==> config.mk <==
export PLATFORM = sky130hd
export DESIGN_NAME = core_gpio
export DESIGN_NICKNAME = d
export VERILOG_FILES = /design/src/rtl/core_gpio_pkg.sv /design/src/rtl/core_gpio_bit.sv /design/src/rtl/core_gpio.sv
export SDC_FILE = /design/constraint.sdc
export NUM_CORES = 1
export LEC_CHECK = 0
export ABC_AREA = 0
export BUFFER_PORTS_ARGS = -buffer_cell sky130_fd_sc_hd__buf_2
export CORE_MARGIN = 2
export CORE_UTILIZATION = 45
export CTS_CLUSTER_DIAMETER = 100
export DETAILED_ROUTE_END_ITERATION = 7
export GPL_TIMING_DRIVEN = 0
export SLEW_MARGIN = 10
export SYNTH_ARGS = -nofsm -noshare
export SYNTH_HDL_FRONTEND = slang
export SYNTH_SLANG_ARGS = --single-unit
==> constraint.sdc <==
create_clock -name SYSCLK_apb -period 2.2 [get_ports SYSCLK_apb]
set_clock_uncertainty 0.05 [all_clocks]
set_input_delay 0.11 -clock SYSCLK_apb [delete_from_list [all_inputs] [get_ports SYSCLK_apb]]
set_output_delay 0.11 -clock SYSCLK_apb [all_outputs]
set_load 0.03 [all_outputs]
==> src/rtl/core_gpio_pkg.sv <==
// rtl/core_gpio_pkg.sv - register map, CONFIG field positions and interrupt types for core_gpio
package core_gpio_pkg;

  localparam logic [7:0] OFF_INTR = 8'h80;
  localparam logic [7:0] OFF_IN   = 8'h90;
  localparam logic [7:0] OFF_OUT  = 8'hA0;

  localparam int CFG_OE   = 0;
  localparam int CFG_IE   = 1;
  localparam int CFG_DRV  = 2;
  localparam int CFG_INTE = 3;
  localparam int CFG_RSVD = 4;
  localparam int CFG_TYPE = 5;

  typedef enum logic [2:0] {
    INT_LEVEL_HIGH = 3'd0,
    INT_LEVEL_LOW  = 3'd1,
    INT_RISE       = 3'd2,
    INT_FALL       = 3'd3,
    INT_BOTH       = 3'd4,
    INT_OFF        = 3'd7
  } int_type_e;

  typedef enum logic [1:0] {
    IO_INPUT  = 2'd0,
    IO_OUTPUT = 2'd1,
    IO_BIDIR  = 2'd2
  } io_type_e;

  // A disabled interrupt type reads back as zero in the type field.
  function automatic logic [7:0] fixed_cfg(input logic [1:0] io, input logic [2:0] itype);
    logic en;
    en = (itype != INT_OFF);
    return {en ? itype : 3'd0, 1'b0, en, io != IO_INPUT, io != IO_OUTPUT, io != IO_INPUT};
  endfunction

endpackage

==> src/rtl/core_gpio_bit.sv <==
// rtl/core_gpio_bit.sv - one GPIO: CONFIG register, input synchronizer, edge detect and INTR flag
module core_gpio_bit
  import core_gpio_pkg::*;
#(
  parameter bit         FIXED    = 1'b0,
  parameter logic [1:0] IO_TYPE  = 2'd0,
  parameter logic [2:0] INT_TYPE = 3'd7
) (
  input  logic       SYSCLK_apb,
  input  logic       PRESETN,
  input  logic       cfg_we,
  input  logic [7:0] cfg_wdata,
  input  logic       out_val,
  input  logic       intr_clr,
  input  logic       pin,
  output logic [7:0] cfg,
  output logic       in_val,
  output logic       gpio_out,
  output logic       gpio_oe,
  output logic       intr
);

  logic       s1, s2, prev, hit;
  logic [2:0] primed;
  int_type_e  itype;

  if (FIXED) begin : g_fixed
    logic unused_wr;
    assign unused_wr = ^{cfg_we, cfg_wdata};
    assign cfg = fixed_cfg(IO_TYPE, INT_TYPE);
  end else begin : g_rw
    logic [7:0] cfg_q;
    always_ff @(posedge SYSCLK_apb or negedge PRESETN) begin
      if (!PRESETN)    cfg_q <= '0;
      else if (cfg_we) cfg_q <= cfg_wdata & ~(8'(1) << CFG_RSVD);
    end
    assign cfg = cfg_q;
  end

  // primed[2] marks the point where s2 and prev both hold post-reset samples,
  // so pin history from before reset can never look like an edge.
  always_ff @(posedge SYSCLK_apb or negedge PRESETN) begin
    if (!PRESETN) begin
      s1     <= 1'b0;
      s2     <= 1'b0;
      prev   <= 1'b0;
      primed <= '0;
    end else begin
      s1     <= pin;
      s2     <= s1;
      prev   <= s2;
      primed <= {primed[1:0], 1'b1};
    end
  end

  assign itype  = int_type_e'(cfg[CFG_TYPE+:3]);
  assign in_val = s2 & cfg[CFG_IE];

  always_comb begin
    hit = 1'b0;
    case (itype)
      INT_LEVEL_HIGH: hit = s2;
      INT_LEVEL_LOW:  hit = ~s2;
      INT_RISE:       hit = s2 & ~prev;
      INT_FALL:       hit = ~s2 & prev;
      INT_BOTH:       hit = s2 ^ prev;
      default:        hit = 1'b0;
    endcase
  end

  // A set in the same cycle as a clear wins.
  always_ff @(posedge SYSCLK_apb or negedge PRESETN) begin
    if (!PRESETN) begin
      intr     <= 1'b0;
      gpio_out <= 1'b0;
      gpio_oe  <= 1'b0;
    end else begin
      intr     <= (cfg[CFG_INTE] & primed[2] & hit) | (intr & ~intr_clr);
      gpio_out <= out_val & cfg[CFG_OE];
      gpio_oe  <= cfg[CFG_DRV];
    end
  end

endmodule

==> src/rtl/core_gpio.sv <==
// rtl/core_gpio.sv - APB GPIO block: address decode, lane mapping, OUT register, per-bit instances
module core_gpio
  import core_gpio_pkg::*;
#(
  parameter int          IO_NUM       = 32,
  parameter int          APB_WIDTH    = 32,
  parameter int          INT_BUS      = 1,
  parameter logic [31:0] FIXED_CONFIG = '0,
  parameter logic [63:0] IO_TYPE      = '0,
  parameter logic [95:0] IO_INT_TYPE  = {32{3'b111}}
) (
  input  logic                 SYSCLK_apb,
  input  logic                 PRESETN,
  input  logic                 PSEL,
  input  logic                 PENABLE,
  input  logic                 PWRITE,
  input  logic [7:0]           PADDR,
  input  logic [APB_WIDTH-1:0] PWDATA,
  output logic [APB_WIDTH-1:0] PRDATA,
  output logic                 PREADY,
  output logic                 PSLVERR,
  input  logic [IO_NUM-1:0]    GPIO_IN,
  output logic [IO_NUM-1:0]    GPIO_OUT,
  output logic [IO_NUM-1:0]    GPIO_OE,
  output logic [IO_NUM-1:0]    INT,
  output logic                 INT_OR
);

  localparam int LANES = 32 / APB_WIDTH;

  logic                 wr, lane_ok, is_cfg, is_intr, is_in, is_out;
  logic [4:0]           cfg_idx, shift;
  logic [1:0]           lane;
  logic [IO_NUM-1:0]    lane_mask, wdata_lane, intr_clr;
  logic [IO_NUM-1:0]    in_vec, intr_vec, out_reg;
  logic [7:0]           cfg [IO_NUM];
  logic [APB_WIDTH-1:0] rword;

  assign wr      = PSEL & PENABLE & PWRITE;
  assign cfg_idx = PADDR[6:2];
  assign lane    = PADDR[3:2];
  assign shift   = 5'(lane * APB_WIDTH);
  assign lane_ok = (int'(lane) < LANES) && (PADDR[1:0] == 2'b00);
  assign is_cfg  = !PADDR[7] && (PADDR[1:0] == 2'b00) && (int'(cfg_idx) < IO_NUM);
  assign is_intr = (PADDR[7:4] == OFF_INTR[7:4]) && lane_ok;
  assign is_in   = (PADDR[7:4] == OFF_IN[7:4])   && lane_ok;
  assign is_out  = (PADDR[7:4] == OFF_OUT[7:4])  && lane_ok;

  // Narrow buses see the 32-bit registers as consecutive lanes, lowest bits first.
  assign lane_mask  = IO_NUM'(((64'd1 << APB_WIDTH) - 64'd1) << shift);
  assign wdata_lane = IO_NUM'(64'(PWDATA) << shift);
  assign intr_clr   = (wr && is_intr) ? (wdata_lane & lane_mask) : '0;

  always_ff @(posedge SYSCLK_apb or negedge PRESETN) begin
    if (!PRESETN)           out_reg <= '0;
    else if (wr && is_out)  out_reg <= (out_reg & ~lane_mask) | (wdata_lane & lane_mask);
  end

  for (genvar n = 0; n < IO_NUM; n++) begin : g_bit
    core_gpio_bit #(
      .FIXED    (FIXED_CONFIG[n]),
      .IO_TYPE  (IO_TYPE[2*n+:2]),
      .INT_TYPE (IO_INT_TYPE[3*n+:3])
    ) u_bit (
      .SYSCLK_apb (SYSCLK_apb),
      .PRESETN    (PRESETN),
      .cfg_we     (wr && is_cfg && (cfg_idx == 5'(n))),
      .cfg_wdata  (PWDATA[7:0]),
      .out_val    (out_reg[n]),
      .intr_clr   (intr_clr[n]),
      .pin        (GPIO_IN[n]),
      .cfg        (cfg[n]),
      .in_val     (in_vec[n]),
      .gpio_out   (GPIO_OUT[n]),
      .gpio_oe    (GPIO_OE[n]),
      .intr       (intr_vec[n])
    );
  end

  always_comb begin
    rword = '0;
    if (is_cfg) begin
      for (int i = 0; i < IO_NUM; i++)
        if (int'(cfg_idx) == i) rword = APB_WIDTH'(cfg[i]);
    end else if (is_intr) begin
      rword = APB_WIDTH'(32'(intr_vec) >> shift);
    end else if (is_in) begin
      rword = APB_WIDTH'(32'(in_vec) >> shift);
    end else if (is_out) begin
      rword = APB_WIDTH'(32'(out_reg) >> shift);
    end
  end

  assign PRDATA  = PSEL ? rword : '0;
  assign PREADY  = 1'b1;
  assign PSLVERR = 1'b0;
  assign INT     = (INT_BUS != 0) ? intr_vec : '0;
  assign INT_OR  = |intr_vec;

endmodule

---- Word-level counts from Yosys, hierarchy flattened ----
Cells that the tools add are included.
word-level totals
  output and inout port bits .............. 131
  register bits after elaboration ......... 544
operators by class
  equal/unequal tests ..................... 193
  bitwise operators ....................... 386
  multiplexer cells ....................... 70
  reductions and logical operators ........ 77
  $lt $le $gt $ge ......................... 1
operators by type and width
  operator                                              number
  two-way mux 32 bit                                    37
  AND 1 bit                                             226
  equality test 3 x 2 -> 1 bit (second input constant)  64
  equality test 5 bit (second input constant)           32
  one-hot mux 1 bit (5 select lines)                    32
  equality test 3 x 1 -> 1 bit (second input constant)  32
  equality test 3 bit (second input constant)           32
  zero test 3 bit                                       32
  inverter 1 bit                                        96
  equality test 5 x 4 -> 1 bit (second input constant)  16
  equality test 5 x 3 -> 1 bit (second input constant)  8
  logical AND 1 bit                                     40
  OR 1 bit                                              32
  OR reduction 32 bit                                   1
  XOR 1 bit                                             32
  equality test 5 x 2 -> 1 bit (second input constant)  4
  equality test 4 bit (second input constant)           3
  equality test 5 x 1 -> 1 bit (second input constant)  2
  zero test 5 bit                                       2
  two-way mux 8 bit                                     1
  zero test 2 bit                                       1
  < comparator 2 x 1 -> 1 bit (second input constant)   1
  zero test 1 bit                                       1

---- Depth between registers and ports, before layout ----
  depth after elaboration ................. 35
  depth in mapped cells ................... 10

---- Modules after synthesis ----
A second synthesis with hierarchy kept.
unflattened totals
  cells, all modules ...................... 2,203
  area total of the unflattened synthesis .. 25,170.4 µm²
modules (own cells, without submodules)
  module         area an instance (µm²)  times used  cells each
  core_gpio_bit  605.6                   32          43
  core_gpio      5,791.8                 1           827

---- Worst setup path before layout ----
No wires, ideal clock.
  kind .................................... input-to-output
  from .................................... in PADDR[2]
  to ...................................... out PRDATA[6]
  cell stages on the path ................. 8
  slack ................................... -0.104 ns
  path buffers ............................ 2
  arrival ................................. 2.144 ns
  required time ........................... 2.040 ns
  cells stage by stage .................... buf_2 -> or3b_2 -> buf_2 -> nor2_1 -> a221oi_1 -> o21ai_0 -> o21ai_0 -> a2111oi_2
on the way
  longest elaborated chain between the ends .. 35
ends and longest elaborated chain
  element                           line             RTL
  start: declaration                core_gpio.sv:17  input logic [7:0] PADDR,
  zero test 5 bit                   core_gpio.sv:84  if (int'(cfg_idx) == i) rword = APB_WIDTH'(cfg[i]);
  two-way mux 8 bit                 core_gpio.sv:84
  two-way mux 32 bit (31 in a row)  core_gpio.sv:84
  two-way mux 32 bit *              core_gpio.sv:82  if (is_cfg) begin
  two-way mux 32 bit *              core_gpio.sv:94  assign PRDATA = PSEL ? rword : '0;
  end: declaration                  core_gpio.sv:19  output logic [APB_WIDTH-1:0] PRDATA,
Every way passes the cells marked *; elsewhere a longest branch is shown, timed or not.

---- Final worst setup path ----
  from .................................... in PADDR[3]
  to ...................................... out PRDATA[7]
The elaborated chain is that of the path after synthesis.

==> results.yml <==
global_route:
  grt_remaining_overflow: 0
  grt_pass1_wl_um: 129000
  grt_pass1_vias: 18000
  grt_max_degree: 111
  grt_usage: 0.353
  grt_antenna_before_repair: 1
logic_synthesis:
  synth_edf_count: 0
  synth.distinct_cells: 77
  syn_area_um2: 22400
  synth-main-ff-cell: "dfrtp_1"
  ys_warn_count: 0
  synth_top_area_cell: "dfrtp_1"
  avgSynthCellArea_um2: 11.2
  synth_cells: 2005
  ys_ff_latch: 451
  seq_area_frac_synth: 0.504
  synthTopCellsByArea: "dfrtp_1, mux2_2, ha_1, buf_4, o21ai_0"
  synthArstFlopShare: 1.00
  synth_top_cell_area_share: 0.504
place:
  dp.cells: 2878
  io_buffers: 204
  place.gp.congestion: 0.983
  hpwlAfterDp_um: 65800
worst_hold_path:
  hold_class: "in -> reg"
  holdPathStages: 2
sta:
  fin_crit_sh: 1.25
  worst_slew_margin_rel: 0.135
  final-setup-viol-count: 8
  worst_pin_slew_ns: 1.30
  finalHoldViolations: 0
  maxSlewViolCount: 0
  layout_setup_ws_ns: -0.545
  fmax_mhz: 364
  rsz0062_at_grt: "true"
  hold_ws_ns: 0.0759
  post-route-min-period_ns: 2.75
die:
  initial_utilization: 0.456
  io_pins: 208
  die_w_um: 227
  die_h_um: 227
  rows: 81
  dieArea_um2: 51500
  core_area_um2: 49100
clock_network:
  cts-buffers-inserted: 48
  clk-insertion-delay-late_ns: 0.60
  cts_buffer_depth: 3
  clkSinkCount: 451
  clk_pin_slew_ns: 0.06
  cts_root_buf: "clkbuf_16"
  cts_max_level: 2
  cts_tree: "built"
routing:
  wire_per_inst_um: 29.4
  dr.pass1.iters: 5
  wirelength_um: 90500
  drc: 0
  dr_total_vias: 18100
  ant_nets: 0
  detail_route.iter0.violations: 1514
  avgViaCountPerCell: 5.89
layout:
  syn_to_final_growth_pct: 26.5
  instances_no_fill: 3075
  layout-drive-gt1-share: 0.384
  diodes: 0
  fill_cells: 4307
  nNetsFinal: 2516
  largest_reg_flops: 224
  final_util: 0.577
power:
  finalPower_uw: 18900
  p_leak_uw: 0.0131
  power_density_nw_per_um2: 669
  irDropWorstVdd_mv: 0.618
setup_path:
  arrival_ns: 2.59
  cp_max_fo: 10
  startpoint_type: "input port"
  crit_path_end_kind: "primary output"
  worstPathRequired_ns: 2.04
  setup.worst_path.class: "in -> out"
  ff2ff_path_depth: 3
run_status:
  violations: "setup timing"
  status: "finished with violations"
run:
  maxCapViolations: 0
[cell usage in the layout (no fill, tap or decap), types with 31 or more instances in the layout]
| cell | instances |
|---|---|
| buf_2 | 194 |
| inv_1 | 75 |
| nor2_1 | 59 |
| a32oi_1 | 33 |
| mux2_2 | 252 |
| buf_4 | 160 |
| clkbuf_16 | 50 |
| o2bb2ai_1 | 34 |
| dfrtp_1 | 434 |
| mux2i_1 | 53 |
| dlygate4sd3_1 | 66 |
| o21ai_0 | 130 |
| clkbuf_1 | 41 |
| and2_1 | 33 |
| xnor2_1 | 31 |
| nand2_1 | 170 |
| buf_6 | 35 |
| ha_1 | 64 |
| a21oi_1 | 62 |
[critical path, cell delays in order]
cell	delay, ns
buf_2	0.18
buf_6	0.22
clkbuf_8	0.24
buf_6	0.23
mux2i_1	0.32
o221ai_2	0.19
a221oi_4	0.45
o311ai_4	0.24
o21ba_4	0.26
buf_6	0.13
[worst paths after layout]
path                                               start                      to  slack (ns)
worst max-delay path                            PADDR[3]               PRDATA[7]       -0.55
worst min-delay path                           PWDATA[5]  g_bit[11].u_bit.cfg[5]        0.08
worst max register to register  g_bit[0].u_bit.primed[2]    g_bit[23].u_bit.intr        0.36
worst min register to register        g_bit[14].u_bit.s1      g_bit[14].u_bit.s2        0.30
max in group asynchronous                        PRESETN  g_bit[26].u_bit.cfg[5]        0.30
min in group asynchronous                        PRESETN       g_bit[5].u_bit.s1        0.51
[report_power, final]
group	switching, uW	internal (uW)
clock	3400	4960
combinational	1230	674
sequential	201	8480
total	4830	14100
[through the flow]
stage | setup TNS, ns | worst slack (ns) | instance area [um2]
after floorplan | 0 | 0.00414 | 22400
after CTS | -12.90 | -0.561 | 27800
after detailed placement | -187.84 | -2.05 | 24400
final | -3.61 | -0.545 | 28300
after global placement | -3780.02 | -8.02 | 24300
after global routing | -3.67 | -0.585 | 28300
[repair_timing]
action,in CTS,in global routing
pin swaps,37,26
hold endpoints to repair,358,0
resized for setup,262,103
gates cloned,0,1
buffers inserted,31,20
hold buffers,66,0
endpoints found under the setup margin,142,271
[synth_stat cells (31+ instances only)]
cell / n
o21ai_0: 143
nand2_1: 173
clkbuf_1: 52
mux2i_1: 58
mux2_2: 253
buf_4: 101
nor2_1: 77
inv_1: 75
o2bb2ai_1: 35
a21oi_1: 69
buf_2: 41
xnor2_1: 31
dfrtp_1: 451
a32oi_1: 33
and2_1: 34
ha_1: 64
[routing by layer]
layer  part of all wire  track usage  vias up
li1                   -            -     7807
met2               0.46        0.566      735
met1               0.43        0.483     9375
met4              0.047        0.145        0
met5                  0            0        -
met3              0.062       0.0520      209
[cells by family after synthesis]
logic type	after synthesis	synth area share
AOI/OAI and AO/OA	409	0.121
xor gates and xnor gates	32	0.0125
adders and majority gates	64	0.0358
buffers and inverters	277	0.0667
DFF	451	0.504
muxes	320	0.160
other	2	0.000336
and+or+nand+nor	450	0.0999
[final cells by class]
cell class,instances,area (um2),share of cell area
buffer,194,1520,0.0537
clock buffer,74,1440,0.0509
clock inverter,12,168,0.00592
inverter,76,288,0.0102
multi-input combinational,1278,10400,0.368
sequential,451,11300,0.399
tap,664,831,0.0294
timing repair buffer,326,2320,0.0820
Note: power is estimated with default switching activity, not from simulation.
